--- src/rtl/pl_fetch_stage.sv ---
// pl_fetch_stage -- instruction-fetch (IF) stage of the 5-stage RV32I pipeline.
//
// Holds the fetch PC, presents the instruction-memory word address, and
// registers the IF/ID latch consumed by the decode stage.
//
// Ports:
//   clk          in   clock, all state updates on posedge
//   rstn         in   synchronous reset, ACTIVE-HIGH (1 = reset)
//   stall        in   load-use hazard: hold PC and IF/ID
//   redirect     in   taken branch/jump resolved in EX
//   redirect_pc  in   [XLEN-1:0]    redirect target
//   imem_addr    out  [IMEM_AW-1:0] word address = pc[IMEM_AW+1:2] (combinational)
//   imem_rdata   in   [31:0]        asynchronous-read instruction word
//   pc           out  [XLEN-1:0]    current fetch PC
//   instr        out  [31:0]        imem_rdata pass-through
//   ifid_valid   out  IF/ID holds a real instruction
//   ifid_pc      out  [XLEN-1:0]    PC of instruction in IF/ID
//   ifid_instr   out  [31:0]        instruction in IF/ID (NOP when invalid)
//   ifid_pc4     out  [XLEN-1:0]    ifid_pc + 4
//   misalign_err out  sticky: a redirect target was not word aligned
//   perf_fetch   out  [31:0]        normal-advance count
//   perf_stall   out  [31:0]        stalled-cycle count
//   perf_redir   out  [31:0]        redirect count
//
// Build option: define PL_FETCH_PERF_EN to enable the saturating performance
// counters; otherwise perf_* are tied to zero (ports always present).
//
// Update priority at each posedge: reset > redirect > stall > advance.
// Only imem_rdata -> instr is combinational; stall/redirect reach outputs
// only through registers.

module pl_fetch_stage #(
  parameter int              XLEN     = 32,
  parameter logic [XLEN-1:0] RESET_PC = '0,
  parameter int              IMEM_AW  = 8
) (
  input  logic               clk,
  input  logic               rstn,
  input  logic               stall,
  input  logic               redirect,
  input  logic [XLEN-1:0]    redirect_pc,
  output logic [IMEM_AW-1:0] imem_addr,
  input  logic [31:0]        imem_rdata,
  output logic [XLEN-1:0]    pc,
  output logic [31:0]        instr,
  output logic               ifid_valid,
  output logic [XLEN-1:0]    ifid_pc,
  output logic [31:0]        ifid_instr,
  output logic [XLEN-1:0]    ifid_pc4,
  output logic               misalign_err,
  output logic [31:0]        perf_fetch,
  output logic [31:0]        perf_stall,
  output logic [31:0]        perf_redir
);

  localparam logic [31:0]     NOP  = 32'h0000_0013;
  localparam logic [XLEN-1:0] FOUR = XLEN'(4);

  logic [XLEN-1:0] pc_p0;
  logic [XLEN-1:0] pc_inc;
  logic            vld_p1;
  logic [XLEN-1:0] pc_p1;
  logic [31:0]     instr_p1;
  logic [XLEN-1:0] pc4_p1;
  logic            misalign_q;

  // pc + 4 wraps modulo 2^XLEN
  assign pc_inc = pc_p0 + FOUR;

  // Upper PC bits are dropped, so out-of-range addresses alias into imem
  assign imem_addr = pc_p0[IMEM_AW+1:2];
  assign instr     = imem_rdata;
  assign pc        = pc_p0;

  // ---- IF (pc_p0) -> IF/ID (_p1) boundary ----
  // The IF/ID contents are reset to a clean bubble because decode observes
  // ifid_pc/ifid_instr directly, not just when valid.
  always_ff @(posedge clk) begin
    if (rstn) begin
      pc_p0      <= RESET_PC;
      vld_p1     <= 1'b0;
      pc_p1      <= '0;
      instr_p1   <= NOP;
      pc4_p1     <= '0;
      misalign_q <= 1'b0;
    end else if (redirect) begin
      // Redirect squashes whatever is in IF/ID, including a stalled instruction
      pc_p0    <= {redirect_pc[XLEN-1:2], 2'b00};
      vld_p1   <= 1'b0;
      pc_p1    <= '0;
      instr_p1 <= NOP;
      pc4_p1   <= '0;
      if (redirect_pc[1:0] != 2'b00) misalign_q <= 1'b1;
    end else if (!stall) begin
      pc_p0    <= pc_inc;
      vld_p1   <= 1'b1;
      pc_p1    <= pc_p0;
      instr_p1 <= imem_rdata;
      pc4_p1   <= pc_inc;
    end
  end

  assign ifid_valid   = vld_p1;
  assign ifid_pc      = pc_p1;
  assign ifid_instr   = instr_p1;
  assign ifid_pc4     = pc4_p1;
  assign misalign_err = misalign_q;

`ifdef PL_FETCH_PERF_EN
  logic [31:0] fetch_cnt;
  logic [31:0] stall_cnt;
  logic [31:0] redir_cnt;

  function automatic logic [31:0] sat_inc(input logic [31:0] v);
    return (v == 32'hFFFF_FFFF) ? v : v + 32'd1;
  endfunction

  // Counters follow the same priority as the PC update, so exactly one
  // of them advances per non-reset cycle.
  always_ff @(posedge clk) begin
    if (rstn) begin
      fetch_cnt <= '0;
      stall_cnt <= '0;
      redir_cnt <= '0;
    end else if (redirect) begin
      redir_cnt <= sat_inc(redir_cnt);
    end else if (stall) begin
      stall_cnt <= sat_inc(stall_cnt);
    end else begin
      fetch_cnt <= sat_inc(fetch_cnt);
    end
  end

  assign perf_fetch = fetch_cnt;
  assign perf_stall = stall_cnt;
  assign perf_redir = redir_cnt;
`else
  assign perf_fetch = '0;
  assign perf_stall = '0;
  assign perf_redir = '0;
`endif

endmodule

--- config.mk ---
export PLATFORM = sky130hd
export DESIGN_NAME = pl_fetch_stage
export DESIGN_NICKNAME = d
export VERILOG_FILES = /design/src/rtl/pl_fetch_stage.sv
export SDC_FILE = /design/constraint.sdc
export NUM_CORES = 1
export LEC_CHECK = 0
export ABC_AREA = 1
export BUFFER_PORTS_ARGS = -buffer_cell sky130_fd_sc_hd__buf_4
export CAP_MARGIN = 20
export CELL_PAD_IN_SITES_DETAIL_PLACEMENT = 0
export CELL_PAD_IN_SITES_GLOBAL_PLACEMENT = 1
export CORE_ASPECT_RATIO = 0.8
export CORE_MARGIN = 3
export CORE_UTILIZATION = 30
export CTS_CLUSTER_SIZE = 10
export DETAILED_ROUTE_END_ITERATION = 8
export PLACE_DENSITY = 0.89
export SKIP_CTS_REPAIR_TIMING = 1
export SLEW_MARGIN = 20
export SYNTH_ARGS = -nofsm -noshare
export SYNTH_HDL_FRONTEND = slang
export SYNTH_SLANG_ARGS = --single-unit
export TNS_END_PERCENT = 100
--- constraint.sdc ---
create_clock -name clk -period 1.6 [get_ports clk]
set_input_delay 0.32 -clock clk [delete_from_list [all_inputs] [get_ports clk]]
set_output_delay 0.32 -clock clk [all_outputs]
set_load 0.005 [all_outputs]
==> metrics.md <==
| Metric | Value |
|---|---|
| Hold Fails Final Rpt | 0 |
| Fin nets | around 1200 |
| Fin. max-slew vios | 0 |
| Finished Core Util | 0.427 |
| Routability cong. | 0.864 |
| Worst-Skew Late Latency | 410 ps |
| Hold WS | 114 ps |
| Largest net degree at the start of global routing | 47 |
| # H-tree levels | 4 |
| Avg Vias per Cell | 4.44 |
| Cells after synthesis | a little under 900 |
| Reg2reg setup slack | 110 ps |
| IO buf count | between 200 and 250 |
| Status | complete, no violations |
| Max Used Layer | met4 |
| Post-Route M1 WL | 8990 um |
| DP Area | roughly 0.0079 mm2 |
| Layout cells sized above 1 | 0.301 |
| Wire length per cell | 15.3 um |
| Die X | 168 um |
| CP required | 1280 ps |
| Worst reg2reg endpoint | ifid_pc4[28] |
| Setup TNS Final | 0 ps |
| Starting density of the core | 0.311 |
| Final Skew | 8.50 ps |
| DR WL met2 | 10000 um |
| Worst VDD drop | 0.526 mV |
| Synth Area per Inst | 7.05 um2 |
| RSZ-0062 raised after global routing | yes |
| GRT Util Overall | 0.180 |
| Antenna Nets Post-Route | 0 |
| Hold path depth | 2 |
| Fin cells | roughly 1400 |
| Static Leak | 4.34 nW |
| Cell accounting for the most synthesized area | dfxtp_1 |
| DR WL met3 | between 2000 and 2500 um |
| Placed cell count | 1355 |
| Number of CTS-inserted buffers | 17 |
| Vias in the first global route | 5712 |
| DRC | 0 |
| Clock-pin slew on the worst setup and hold paths | 60 ps |
| Total Wirelength | approximately 21000 um |
| Max-cap violations | 0 |
| Sink Count | 124 |
| Via Count | 6173 |
| Worst min-delay path class | in2reg |
| First-pass GRT wire length | 32200 um |
| Post-synth cell types | 27 |
| PD cells | 987 mW/mm2 |
| Synth warn | 0 |
| Top cells by area, synth | dfxtp_1, buf_4, nand2_1 |
| Initial antenna violation count | 0 |
| Post-synth top area share | 0.395 |
| Setup violators final | 0 |
| Syn Std Cell Area | 0.00629 mm2 |
| Congestion Overflow GR | 0 |
| R2R depth | 8 |
| CP startpoint kind | flip-flop |
| Drt first-iter violations | between 300 and 400 |
| Reg-to-reg startpoint | pc[2] |
| Fin crit share | 0.934 |
| I/O pin count | 334 |
| Finished layout cell area | 0.00863 mm2 |
| Post-synthesis register bit count | roughly 120 |
| Largest fanout on the critical path | 4 |
| Core area | just over 0.02 mm2 |
| Fin crit period | 1490 ps |
| Core Rows | 46 |
| CTS tree | yes |
| Die area | 0.0227 mm2 |
| TritonRoute pass-1 iters | 5 |
| Area Overhead vs Synth | 37.3% |
| Die Y | between 100 and 150 um |
| Hold Crit Endpoint | misalign_err |
| Post-DP HPWL | 16500 um |
| Sequential area share after synthesis | 0.395 |
| CTS root buf | clkbuf_16 |
| CP Class | reg2out |
| CTS max path bufs | 2 |
| Max Freq | 669 MHz |
| Element type at the critical path end | output port |
| Inserted Diodes | 0 |
| Critical Path AT | 1170 ps |
| Worst hold start | rstn |
-- Yosys cell counts --
| library cell | instances |
|---|---|
| clkbuf_1 | 18 |
| nor2_8 | 1 |
| o21ai_0 | 64 |
| inv_2 | 3 |
| a22o_1 | 4 |
| nand4_1 | 7 |
| buf_2 | 10 |
| a21oi_1 | 61 |
| nand2_1 | 285 |
| dfxtp_1 | 124 |
| nor2_1 | 40 |
| conb_1 | 1 |
| xor2_1 | 2 |
| o21ai_1 | 2 |
| nand3b_1 | 2 |
| nand2_2 | 3 |
| xnor2_1 | 1 |
| nor2_2 | 5 |
| nor3_1 | 1 |
| buf_4 | 143 |
| buf_1 | 4 |
| o211ai_1 | 1 |
| nand3_1 | 48 |
| clkinv_1 | 2 |
| inv_1 | 53 |
| ha_1 | 1 |
| nor2_4 | 6 |
-- metrics by stage --
| stage | worst slack (ps) | power (W) |
|---|---|---|
| floorplan | 192 | 0.00401 |
| global placement | 49.7 | 0.00441 |
| global route | -23.1 | 0.00889 |
| detailed placement | -14.9 | 0.00441 |
| CTS | -48.1 | 0.00859 |
| finish | 105 | 0.00852 |
-- sequential cells by signal, indices dropped and copies added, names as in the netlist --
| register | flops |
|---|---|
| ifid_instr | 32 |
| ifid_pc | 30 |
| ifid_pc4 | 30 |
| ifid_valid | 1 |
| misalign_err | 1 |
| pc | 30 |
-- cell families (layout without fill, tap and decap cells) --
family / after synthesis / in the layout / share of synthesized area
compound gates: 132 / 132 / 0.108
xor+xnor: 3 / 3 / 0.00418
fa+ha+maj: 1 / 1 / 0.00199
buf+inv: 233 / 367 / 0.226
flops: 124 / 124 / 0.395
other cells: 1 / 102 / 0.000596
simple gates: 398 / 398 / 0.264
-- where the power goes --
part	leakage, nW	switching, W	internal, W
clock	0.295	0.00144	0.00273
sequential	1.01	0.0000979	0.00321
combinational	3.04	0.000551	0.000496
-- per-layer routing --
| metal | up-vias | track usage |
|---|---|---|
| li1 | 3026 | - |
| met1 | 2834 | 0.233 |
| met2 | 291 | 0.296 |
| met3 | 22 | 0.0630 |
| met4 | 0 | 0.0332 |
| met5 | - | 0 |
-- area by class of cell --
type | instances | area [um2]
clock buffer | 22 | 474
clock inverter | 10 | 163
fill | 2109 | 11600
inverter | 58 | 218
multi-input combinational | 636 | 2800
sequential | 124 | 2490
tap | 264 | 330
timing repair buffer | 277 | 2150
-- cell usage in the layout, fill, tap and decap left out, drive strengths merged --
cell type / Yosys / routed
nand2: 288 / 288
buf: 157 / 277
dfxtp: 124 / 124
conb: 1 / 102
o21ai: 66 / 66
a21oi: 61 / 61
inv: 56 / 56
nor2: 52 / 52
nand3: 48 / 48
clkbuf: 18 / 22
nand4: 7 / 7
clkinvlp: 0 / 5
a22o: 4 / 4
bufinv: 0 / 4
clkinv: 2 / 3
nand3b: 2 / 2
xor2: 2 / 2
xnor2: 1 / 1
nor3: 1 / 1
o211ai: 1 / 1
ha: 1 / 1
-- worst max path at each step --
| stage | start | to | slack [ps] | depth (start not counted) |
|---|---|---|---|---|
| 3_3_place_gp | pc[3] | ifid_pc4[16] | 50 | 8 |
| 3_5_place_dp | pc[3] | ifid_pc4[16] | -10 | 8 |
| 2_1_floorplan | pc[3] | ifid_pc4[18] | 190 | 8 |
| 4_1_cts | pc[3] | ifid_pc4[16] | -50 | 8 |
| 6_report | pc[3] | imem_addr[1] | 110 | 3 |
| 5_1_grt | pc[2] | ifid_pc4[28] | -20 | 8 |
-- worst max-delay path, cell delays in order, from the launching register on --
cell	delay, ps
dfxtp_4	360
buf_4	130
buf_4	140
buf_4	130
(Power assumes the default switching activity.)
